$ cat config.mk
export PLATFORM = sky130hd
export DESIGN_NAME = prog_loader_flat
export DESIGN_NICKNAME = d
export VERILOG_FILES = /design/src/rtl/prog_loader_if.sv /design/src/rtl/prog_loader.sv /design/src/flat_wrapper.sv
export SDC_FILE = /design/constraint.sdc
export NUM_CORES = 1
export LEC_CHECK = 0
export BUFFER_PORTS_ARGS = -buffer_cell sky130_fd_sc_hd__buf_4
export CAP_MARGIN = 20
export CORE_UTILIZATION = 45
export DETAILED_ROUTE_END_ITERATION = 8
export PLACE_DENSITY = 0.64
export SETUP_SLACK_MARGIN = 0.4
export SYNTH_ARGS = -nofsm -noshare
export SYNTH_HDL_FRONTEND = slang
export SYNTH_SLANG_ARGS = --single-unit
$ cat constraint.sdc
create_clock -name clk -period 5 [get_ports clk]
set_clock_uncertainty 0.1 [all_clocks]
set_input_delay 1 -clock clk [delete_from_list [all_inputs] [get_ports clk]]
set_output_delay 1 -clock clk [all_outputs]
set_load 0.03 [all_outputs]
$ cat src/rtl/prog_loader_if.sv
// Byte-stream and RAM write-port bundle for the Thistle program loader.
// The master drives the stream; the slave (the loader) owns the RAM port.
interface prog_loader_if #(
  parameter int ADDR_W = 8
);
  logic              program_mode;
  logic [7:0]        byte_in;
  logic              byte_valid;
  logic              byte_ready;
  logic [ADDR_W-1:0] mem_addr;
  logic [7:0]        mem_data;
  logic              mem_we;
  logic              busy;
  logic              done;
  logic              error;
  logic [1:0]        err_code;
  logic [7:0]        instr_count;

  modport master (
    output program_mode,
    output byte_in,
    output byte_valid,
    input  byte_ready,
    input  mem_addr,
    input  mem_data,
    input  mem_we,
    input  busy,
    input  done,
    input  error,
    input  err_code,
    input  instr_count
  );

  modport slave (
    input  program_mode,
    input  byte_in,
    input  byte_valid,
    output byte_ready,
    output mem_addr,
    output mem_data,
    output mem_we,
    output busy,
    output done,
    output error,
    output err_code,
    output instr_count
  );
endinterface

$ cat src/rtl/prog_loader.sv
// Thistle program loader: framed byte stream -> sequential RAM writes,
// with opcode/operand validation and a trailing mod-256 checksum.
module prog_loader #(
  parameter int                ADDR_W    = 8,
  parameter logic [ADDR_W-1:0] BASE_ADDR = '0
) (
  input logic          clk,
  input logic          rst,
  prog_loader_if.slave bus
);

  typedef enum logic [1:0] {
    IDLE,
    DATA,
    WRITE,
    CSUM
  } state_e;

  state_e            state_q;
  logic              ready_q;
  logic              we_q;
  logic              done_q;
  logic              error_q;
  logic [1:0]        code_q;
  logic [7:0]        icnt_q;
  logic [ADDR_W-1:0] addr_q;
  logic [ADDR_W-1:0] maddr_q;
  logic [7:0]        mdata_q;
  logic [7:0]        cnt_q;
  logic [7:0]        sum_q;
  logic              pend_q;
  logic              bad_q;

  logic       pm;
  logic       xfer;
  logic [3:0] hi;
  logic       takes_op;

  assign pm   = bus.program_mode;
  assign xfer = bus.byte_valid & ready_q;
  assign hi   = bus.byte_in[7:4];

  // LD, ST, JC, JNC, JMP, JR carry one operand byte
  assign takes_op = (hi == 4'h0) || (hi == 4'h1)
                 || (hi == 4'h7) || (hi == 4'h8)
                 || (hi == 4'h9) || (hi == 4'hA);

  always_ff @(posedge clk or posedge rst) begin
    if (rst) begin
      state_q <= IDLE;
      ready_q <= 1'b0;
      we_q    <= 1'b0;
      done_q  <= 1'b0;
      error_q <= 1'b0;
      code_q  <= 2'b00;
      icnt_q  <= 8'd0;
      addr_q  <= BASE_ADDR;
      maddr_q <= BASE_ADDR;
      mdata_q <= 8'd0;
      cnt_q   <= 8'd0;
      sum_q   <= 8'd0;
      pend_q  <= 1'b0;
      bad_q   <= 1'b0;
    end else begin
      we_q <= 1'b0;
      unique case (state_q)
        IDLE: begin
          ready_q <= pm;
          if (xfer) begin
            done_q  <= 1'b0;
            error_q <= 1'b0;
            code_q  <= 2'b00;
            icnt_q  <= 8'd0;
            sum_q   <= 8'd0;
            pend_q  <= 1'b0;
            bad_q   <= 1'b0;
            cnt_q   <= bus.byte_in;
            addr_q  <= BASE_ADDR;
            if (bus.byte_in == 8'd0) begin
              error_q <= 1'b1;
              code_q  <= 2'b11;
            end else begin
              state_q <= DATA;
            end
          end
        end
        DATA: begin
          if (!pm) begin
            state_q <= IDLE;
            ready_q <= 1'b0;
            error_q <= 1'b1;
            code_q  <= 2'b11;
          end else if (xfer) begin
            mdata_q <= bus.byte_in;
            maddr_q <= addr_q;
            sum_q   <= sum_q + bus.byte_in;
            we_q    <= 1'b1;
            ready_q <= 1'b0;
            state_q <= WRITE;
            if (!pend_q) begin
              icnt_q <= icnt_q + 8'd1;
              pend_q <= takes_op;
              if (hi > 4'hD) begin
                bad_q <= 1'b1;
              end
            end else begin
              pend_q <= 1'b0;
            end
          end else begin
            ready_q <= 1'b1;
          end
        end
        WRITE: begin
          addr_q <= addr_q + 1'b1;
          cnt_q  <= cnt_q - 8'd1;
          // a drop during the write lets the write finish first
          if (!pm) begin
            state_q <= IDLE;
            ready_q <= 1'b0;
            error_q <= 1'b1;
            code_q  <= 2'b11;
          end else begin
            ready_q <= 1'b1;
            state_q <= (cnt_q == 8'd1) ? CSUM : DATA;
          end
        end
        CSUM: begin
          if (!pm) begin
            state_q <= IDLE;
            ready_q <= 1'b0;
            error_q <= 1'b1;
            code_q  <= 2'b11;
          end else if (xfer) begin
            state_q <= IDLE;
            ready_q <= 1'b1;
            if (bus.byte_in != sum_q) begin
              error_q <= 1'b1;
              code_q  <= 2'b01;
            end else if (bad_q) begin
              error_q <= 1'b1;
              code_q  <= 2'b10;
            end else if (pend_q) begin
              error_q <= 1'b1;
              code_q  <= 2'b11;
            end else begin
              done_q <= 1'b1;
            end
          end else begin
            ready_q <= 1'b1;
          end
        end
        default: state_q <= IDLE;
      endcase
    end
  end

  assign bus.byte_ready  = ready_q;
  assign bus.mem_addr    = maddr_q;
  assign bus.mem_data    = mdata_q;
  assign bus.mem_we      = we_q;
  assign bus.busy        = (state_q != IDLE);
  assign bus.done        = done_q;
  assign bus.error       = error_q;
  assign bus.err_code    = code_q;
  assign bus.instr_count = icnt_q;

endmodule

$ cat src/flat_wrapper.sv
// flat-port wrapper written by rule: the top's interface ports become plain ports
module prog_loader_flat 
#(
  parameter int                ADDR_W    = 8,
  parameter logic [ADDR_W-1:0] BASE_ADDR = '0
)
  (clk, rst, bus_program_mode, bus_byte_in, bus_byte_valid, bus_byte_ready, bus_mem_addr, bus_mem_data, bus_mem_we, bus_busy, bus_done, bus_error, bus_err_code, bus_instr_count);
  prog_loader_if #(.ADDR_W(ADDR_W)) bus_i ();
  input logic clk;
  input logic rst;
  input wire logic [$bits(bus_i.program_mode)-1:0] bus_program_mode;
  input wire logic [$bits(bus_i.byte_in)-1:0] bus_byte_in;
  input wire logic [$bits(bus_i.byte_valid)-1:0] bus_byte_valid;
  output wire logic [$bits(bus_i.byte_ready)-1:0] bus_byte_ready;
  output wire logic [$bits(bus_i.mem_addr)-1:0] bus_mem_addr;
  output wire logic [$bits(bus_i.mem_data)-1:0] bus_mem_data;
  output wire logic [$bits(bus_i.mem_we)-1:0] bus_mem_we;
  output wire logic [$bits(bus_i.busy)-1:0] bus_busy;
  output wire logic [$bits(bus_i.done)-1:0] bus_done;
  output wire logic [$bits(bus_i.error)-1:0] bus_error;
  output wire logic [$bits(bus_i.err_code)-1:0] bus_err_code;
  output wire logic [$bits(bus_i.instr_count)-1:0] bus_instr_count;
  assign bus_i.program_mode = bus_program_mode;
  assign bus_i.byte_in = bus_byte_in;
  assign bus_i.byte_valid = bus_byte_valid;
  assign bus_byte_ready = bus_i.byte_ready;
  assign bus_mem_addr = bus_i.mem_addr;
  assign bus_mem_data = bus_i.mem_data;
  assign bus_mem_we = bus_i.mem_we;
  assign bus_busy = bus_i.busy;
  assign bus_done = bus_i.done;
  assign bus_error = bus_i.error;
  assign bus_err_code = bus_i.err_code;
  assign bus_instr_count = bus_i.instr_count;
  prog_loader #(.ADDR_W(ADDR_W), .BASE_ADDR(BASE_ADDR)) u_core (.clk(clk), .rst(rst), .bus(bus_i));
endmodule
# --- After elaboration in Yosys (flattened, before gate mapping) ---
# Index checks and enable logic that the tools add are counted.
totals:
  reg_bits: 58
  input_bits: 12
  out_inout_bits: 31
  elab_cells: 128
op_classes:
  addsub: 4
  order_cmp: 1
  n_eq_ne: 25
  muxes: 61
  bitwise: 1
  n_reduce_logical: 22
ops:
  columns: ["operator", "n"]
  rows:
  - ["$pmux 8 s2", 4]
  - ["$mux 8", 7]
  - ["$mux 2", 16]
  - ["$mux 1", 27]
  - ["$add 8x1->8 const B", 2]
  - ["$ne 2x2->1 const B", 8]
  - ["$eq 4x4->1 const B", 3]
  - ["$reduce_and 4->1", 3]
  - ["$add 8x8->8", 1]
  - ["$eq 8x1->1 const B", 1]
  - ["$logic_not 8->1", 1]
  - ["$ne 2x1->1 const B", 4]
  - ["$ne 8x8->1", 1]
  - ["$pmux 2 s4", 1]
  - ["$reduce_bool 2->1", 4]
  - ["$sub 8x1->8 const B", 1]
  - ["$reduce_and 7->1", 1]
  - ["$ne 3x2->1 const B", 2]
  - ["$pmux 1 s2", 3]
  - ["$pmux 1 s3", 2]
  - ["$pmux 2 s3", 1]
  - ["$reduce_and 6->1", 1]
  - ["$logic_or 1x1->1", 5]
  - ["$ne 5x2->1 const B", 1]
  - ["other kinds (12)", 14]

# --- Longest topological paths before layout ---
logic_depth:
  word_depth: 10
  ltp_mapped: 9
  depth_no_buf: 8

# --- Worst setup path before layout ---
# OpenSTA, ideal clock, no wires.
synth_path:
  path_kind: "in2reg"
  from: "in bus_byte_in[4]"
  to: "reg u_core.error_q, in the netlist u_core.bus.error"
  setup_time_ps: 128
  arrival_time_ps: 2330
  required_ps: 4772
  setup_slack_ps: 2442
  stages: 5
  path_buffers: 0
  path_cell_list: "ha_1 > nor4_1 > nand3_1 > o221ai_2 > mux2_1"
synth_via:
  elab_chain_cells: 5
  elab_cells_between_ends: 10
  cone_classes: "2 x eq/ne; 6 x mux; 2 x reduce/logical"
synth_rtl:
  columns: ["item", "line_no", "text"]
  rows:
  - ["start, declared", "flat_wrapper.sv:12", "input wire logic [$bits(bus_i.byte_in)-1:0] bus_byte_in;"]
  - ["$ne 8x8->1", "prog_loader.sv:136", "if (bus.byte_in != sum_q) begin"]
  - ["$mux 1", "prog_loader.sv:136", null]
  - ["$mux 1", "prog_loader.sv:133", "end else if (xfer) begin"]
  - ["$mux 1", "prog_loader.sv:128", "if (!pm) begin"]
  - ["$pmux 1 s3", "prog_loader.sv:66", "unique case (state_q)"]
  - ["end signal, assigned", "prog_loader.sv:131", "error_q <= 1'b1;"]
  - ["end signal, assigned", "prog_loader.sv:137", "error_q <= 1'b1;"]
  - ["end signal, assigned", "prog_loader.sv:140", "error_q <= 1'b1;"]
  - ["end, declared", "prog_loader.sv:23", "logic error_q;"]
# Several ways; a longest one is shown, not always the timed one. The select of a mux whose other input is x is not followed.
# A chain may end at the register's enable or synchronous reset.

# --- Worst setup path in the final report ---
layout_path:
  from: "reg u_core.state_q[1]"
  to: "reg u_core.icnt_q[3], in the netlist u_core.bus.instr_count[3]"
layout_via:
  elab_chain_cells: 3
  elab_cells_between_ends: 9
  cone_classes: "5 x eq/ne; 1 x mux; 3 x reduce/logical"
layout_rtl:
  columns: ["item", "line_no", "text"]
  rows:
  - ["start, declared", "prog_loader.sv:19", "state_e state_q;"]
  - ["start signal, assigned", "prog_loader.sv:124", "state_q <= (cnt_q == 8'd1) ? CSUM : DATA;"]
  - ["$eq 2x1->1 / $logic_not 2->1 (equally long branches)", "prog_loader.sv:66", null]
  - ["$ne 2x2->1 (no line), or another cell as far along", null, null]
  - ["$reduce_and 5->1 (no line)", null, null]
  - ["end signal, assigned", "prog_loader.sv:101", "icnt_q <= icnt_q + 8'd1;"]
  - ["end, declared", "prog_loader.sv:25", "logic [7:0] icnt_q;"]
# Several ways; a longest one is shown, not always the timed one.

==> out/qor.csv <==
stage,metric,value,unit
global_route,grt_usage,21.72,%
yosys,synthFlopType,dfrtp_1,
setup_path,reg2reg_from,u_core.state_q[1],
timing,setup_violations,0,
yosys,ys_seq_area_share,47.23,%
timing,rsz0062_at_grt,false,
die,die_h,84.64,µm
clock_tree,path_clk_slew,0.07,ns
timing,fin_crit,2.981,ns
setup_path,reg2regPathDepth,7,
timing,whs,0.3767,ns
layout,drive_above_1_share,18.09,%
setup_path,cp_slowest_cell,nand4_2,
yosys,synth_top_family_by_area,simple AND/OR/NAND/NOR gates,
hold_path,holdCritStartpoint,u_core.bus.err_code[1],
die,die-area,7163,µm²
layout,seq_area,1451,µm²
clock_tree,numCtsBuffers,9,
run_status,status,"finished, final reports clean",
clock_tree,h-tree-depth,3,
clock_tree,clockBufferDepth,2,
timing,slew_headroom,39.94,%
global_route,grt_overflow,0,
pwr,peakVddDrop,0.0002487,V
route,wirelength,7121,µm
setup_path,cp-start-kind,register,
layout,multi_input_area,1520,µm²
placement,port_buffers,42,
yosys,syn-num-nets,356,
clock_tree,holdBufCountCts,0,
setup_path,ff2ff_setup_slack,2.02,ns
clock_tree,post-cts-setup-buffers,0,
die,pin_count,43,
timing,tns,0,ns
placement,hpwlAfterDp,4968,µm
route,vias,2498,
global_route,grt_max_degree,42,
layout,num_antenna_cells,0,
route,avgViaCountPerCell,5.514,
route,first_pass_iters,6,
clock_tree,clock-sinks,58,
job,timing.max_cap.violations,0,
layout,layout.nets,400,
placement,place_congestion,0.8115,
yosys,synth.distinct_cells,53,
timing,worst_pin_slew,0.9009,ns
clock_tree,cts_tree,done,
yosys,async_flop_share,100.0,%
setup_path,critPathRequiredTime,5.16,ns
pwr,powerDensity,556.1,nW/µm²
hold_path,hold_path_class,reg -> reg,
setup_path,critPathMaxFanout,28,
yosys,yosys.area_share.simple,19.63,%
timing,slew_viol_final,0,
clock_tree,cts-resized-gates,0,
clock_tree,clk_latency,0.34,ns
setup_path,path_buf_inv,2,
hold_path,hold_depth,1,
yosys,postSynthRegisterBits,58,
route,drc,0,
setup_path,crit_family,simple AND/OR/NAND/NOR gates,
timing,max_freq,0.3355,GHz
setup_path,worst_r2r_endpoint,u_core.bus.instr_count[3],
yosys,synth_mux_area_share,2.077,%
setup_path,crit_type,reg -> reg,
timing,fin_crit_sh,59.61,%
setup_path,cp.arrival,3.14,ns
yosys,synth_compound_area_share,16.61,%
global_route,grt_pass1_wl,12010,µm
route,ant_nets,0,
route,routedWlPerCell,15.72,µm
layout,areaGrowthSynthToFinish,19.18,%
yosys,synth_area,3073,µm²
route,drt_iter0_drc,155,
global_route,grt_pass1_vias,2332,
yosys,ys_warn_count,0,
die,start_util,47.58,%
setup_path,critPathMaxStageDelay,0.65,ns
setup_path,worstPathCellList,inv_1 -> ha_1 -> nand4_2 -> inv_2 -> a21oi_2 -> or3_1 -> a21oi_1,
die,core,6459,µm²
yosys,syn_inst,327,
pwr,leakage,1.769,nW
yosys,synth_edf_count,0,
layout,fillers,587,
timing,hold_viol,0,
global_route,antenna_found_initial,0,
die,dieWidth,84.64,µm
die,rows,29,
clock_tree,root_buffer,clkbuf_8,
setup_path,endpoint_kind,register,
yosys,synth-adder-area-share,7.166,%
yosys,avgSynthCellArea,9.397,µm²
setup_path,critPathLaunch,u_core.state_q[1],
yosys,synth_xor_area_share,3.990,%
hold_path,holdPathEnd,u_core.bus.err_code[1],
## metal layers
metal  share of wire (%)  GRT usage, %
met4                 1.5         8.475
met2                  46         33.26
met3                 4.5         3.736
met5                   0             0
met1                  48         30.84
## sequential cells by signal (all words and copies together), names as in the netlist, 2 cells and up
signal and cells:
u_core.addr_q 8, u_core.bus.instr_count 8, u_core.bus.mem_addr 8, u_core.bus.mem_data 8
u_core.cnt_q 8, u_core.sum_q 8, u_core.bus.err_code 2, u_core.state_q 2
## through the flow
stage	util [%]	instances	cell area (µm²)	setup WS (ns)	power (mW)
4_1_cts	56.70	453	3662	1.985	2.046
3_3_place_gp	53.31	437	3443	1.833	1.536
6_report	56.70	453	3662	2.019	2.037
2_1_floorplan	-	327	3073	2.442	1.299
3_5_place_dp	53.31	437	3443	1.784	1.549
5_1_grt	56.70	453	3662	1.743	2.165
## power by group
| part | internal, mW | switching [mW] |
|---|---|---|
| logic | 0.324 | 0.506 |
| clock network | 0.293 | 0.197 |
| registers | 0.607 | 0.110 |
## Yosys cell counts, types with 4 or more instances
cell      instances  share of area, %
xor2_1            8               2.3
xnor2_1           6               1.7
nor3_1            4              0.65
nand2b_1          4              0.81
clkbuf_1          6              0.73
inv_1            13               1.6
nand3_1          11               1.8
nor2_1           24               2.9
a21oi_1          19               3.1
o21ai_1           4              0.65
o31ai_1           4              0.98
o21ai_0          17               2.8
nand2_1          67               8.2
ha_1             16               6.5
dfrtp_1          58                47
## how the worst max path moves through the flow
stage | end | slack (ns) | depth (start not counted)
floorplan | u_core.bus.error | 2.44 | 5
global placement | u_core.bus.instr_count[7] | 1.83 | 7
detailed placement | u_core.bus.instr_count[7] | 1.78 | 7
CTS | u_core.bus.instr_count[3] | 1.99 | 7
global route | u_core.bus.instr_count[3] | 1.74 | 7
finish | u_core.bus.instr_count[3] | 2.02 | 7
## cells by family (layout without fill, tap and decap cells)
family | count (synthesis) | count (layout)
muxes | 6 | 6
buffers and inverters | 24 | 73
AOI/OAI and AO/OA | 77 | 77
and+or+nand+nor | 131 | 131
adders and majority gates | 17 | 17
xor gates and xnor gates | 14 | 14
DFF | 58 | 58
## cells in the final DEF, fill, tap and decap left out, drive strengths merged, types with 2 or more instances in the layout
cell / Yosys / routed
a31oi: 2 / 2
mux2: 3 / 3
nor3b: 3 / 3
a32o: 2 / 2
nand2b: 4 / 4
a21oi: 20 / 20
nor4: 3 / 3
a211oi: 2 / 2
a21o: 3 / 3
o21bai: 2 / 2
o31ai: 4 / 4
nand4: 4 / 4
clkinv: 0 / 2
nor2: 24 / 24
nand2: 67 / 67
a22o: 3 / 3
or4: 2 / 2
bufinv: 0 / 2
nor3: 5 / 5
clkbuf: 6 / 11
ha: 16 / 16
a41oi: 3 / 3
inv: 14 / 14
o21ai: 23 / 23
dfrtp: 58 / 58
xor2: 8 / 8
o22a: 3 / 3
o211ai: 2 / 2
or3: 3 / 3
nand3: 11 / 11
xnor2: 6 / 6
mux2i: 3 / 3
and3: 2 / 2
buf: 4 / 43
## cell type report
class                           count  share of cell area (%)
Multi-Input combinational cell    245                   41.51
Sequential cell                    58                   39.63
Timing Repair Buffer               43                   8.815
Clock buffer                       11                   3.861
Tap cell                           77                   2.631
Clock inverter                      5                   2.118
Inverter                           14                   1.435
Note: power is estimated with default switching activity, not from simulation.
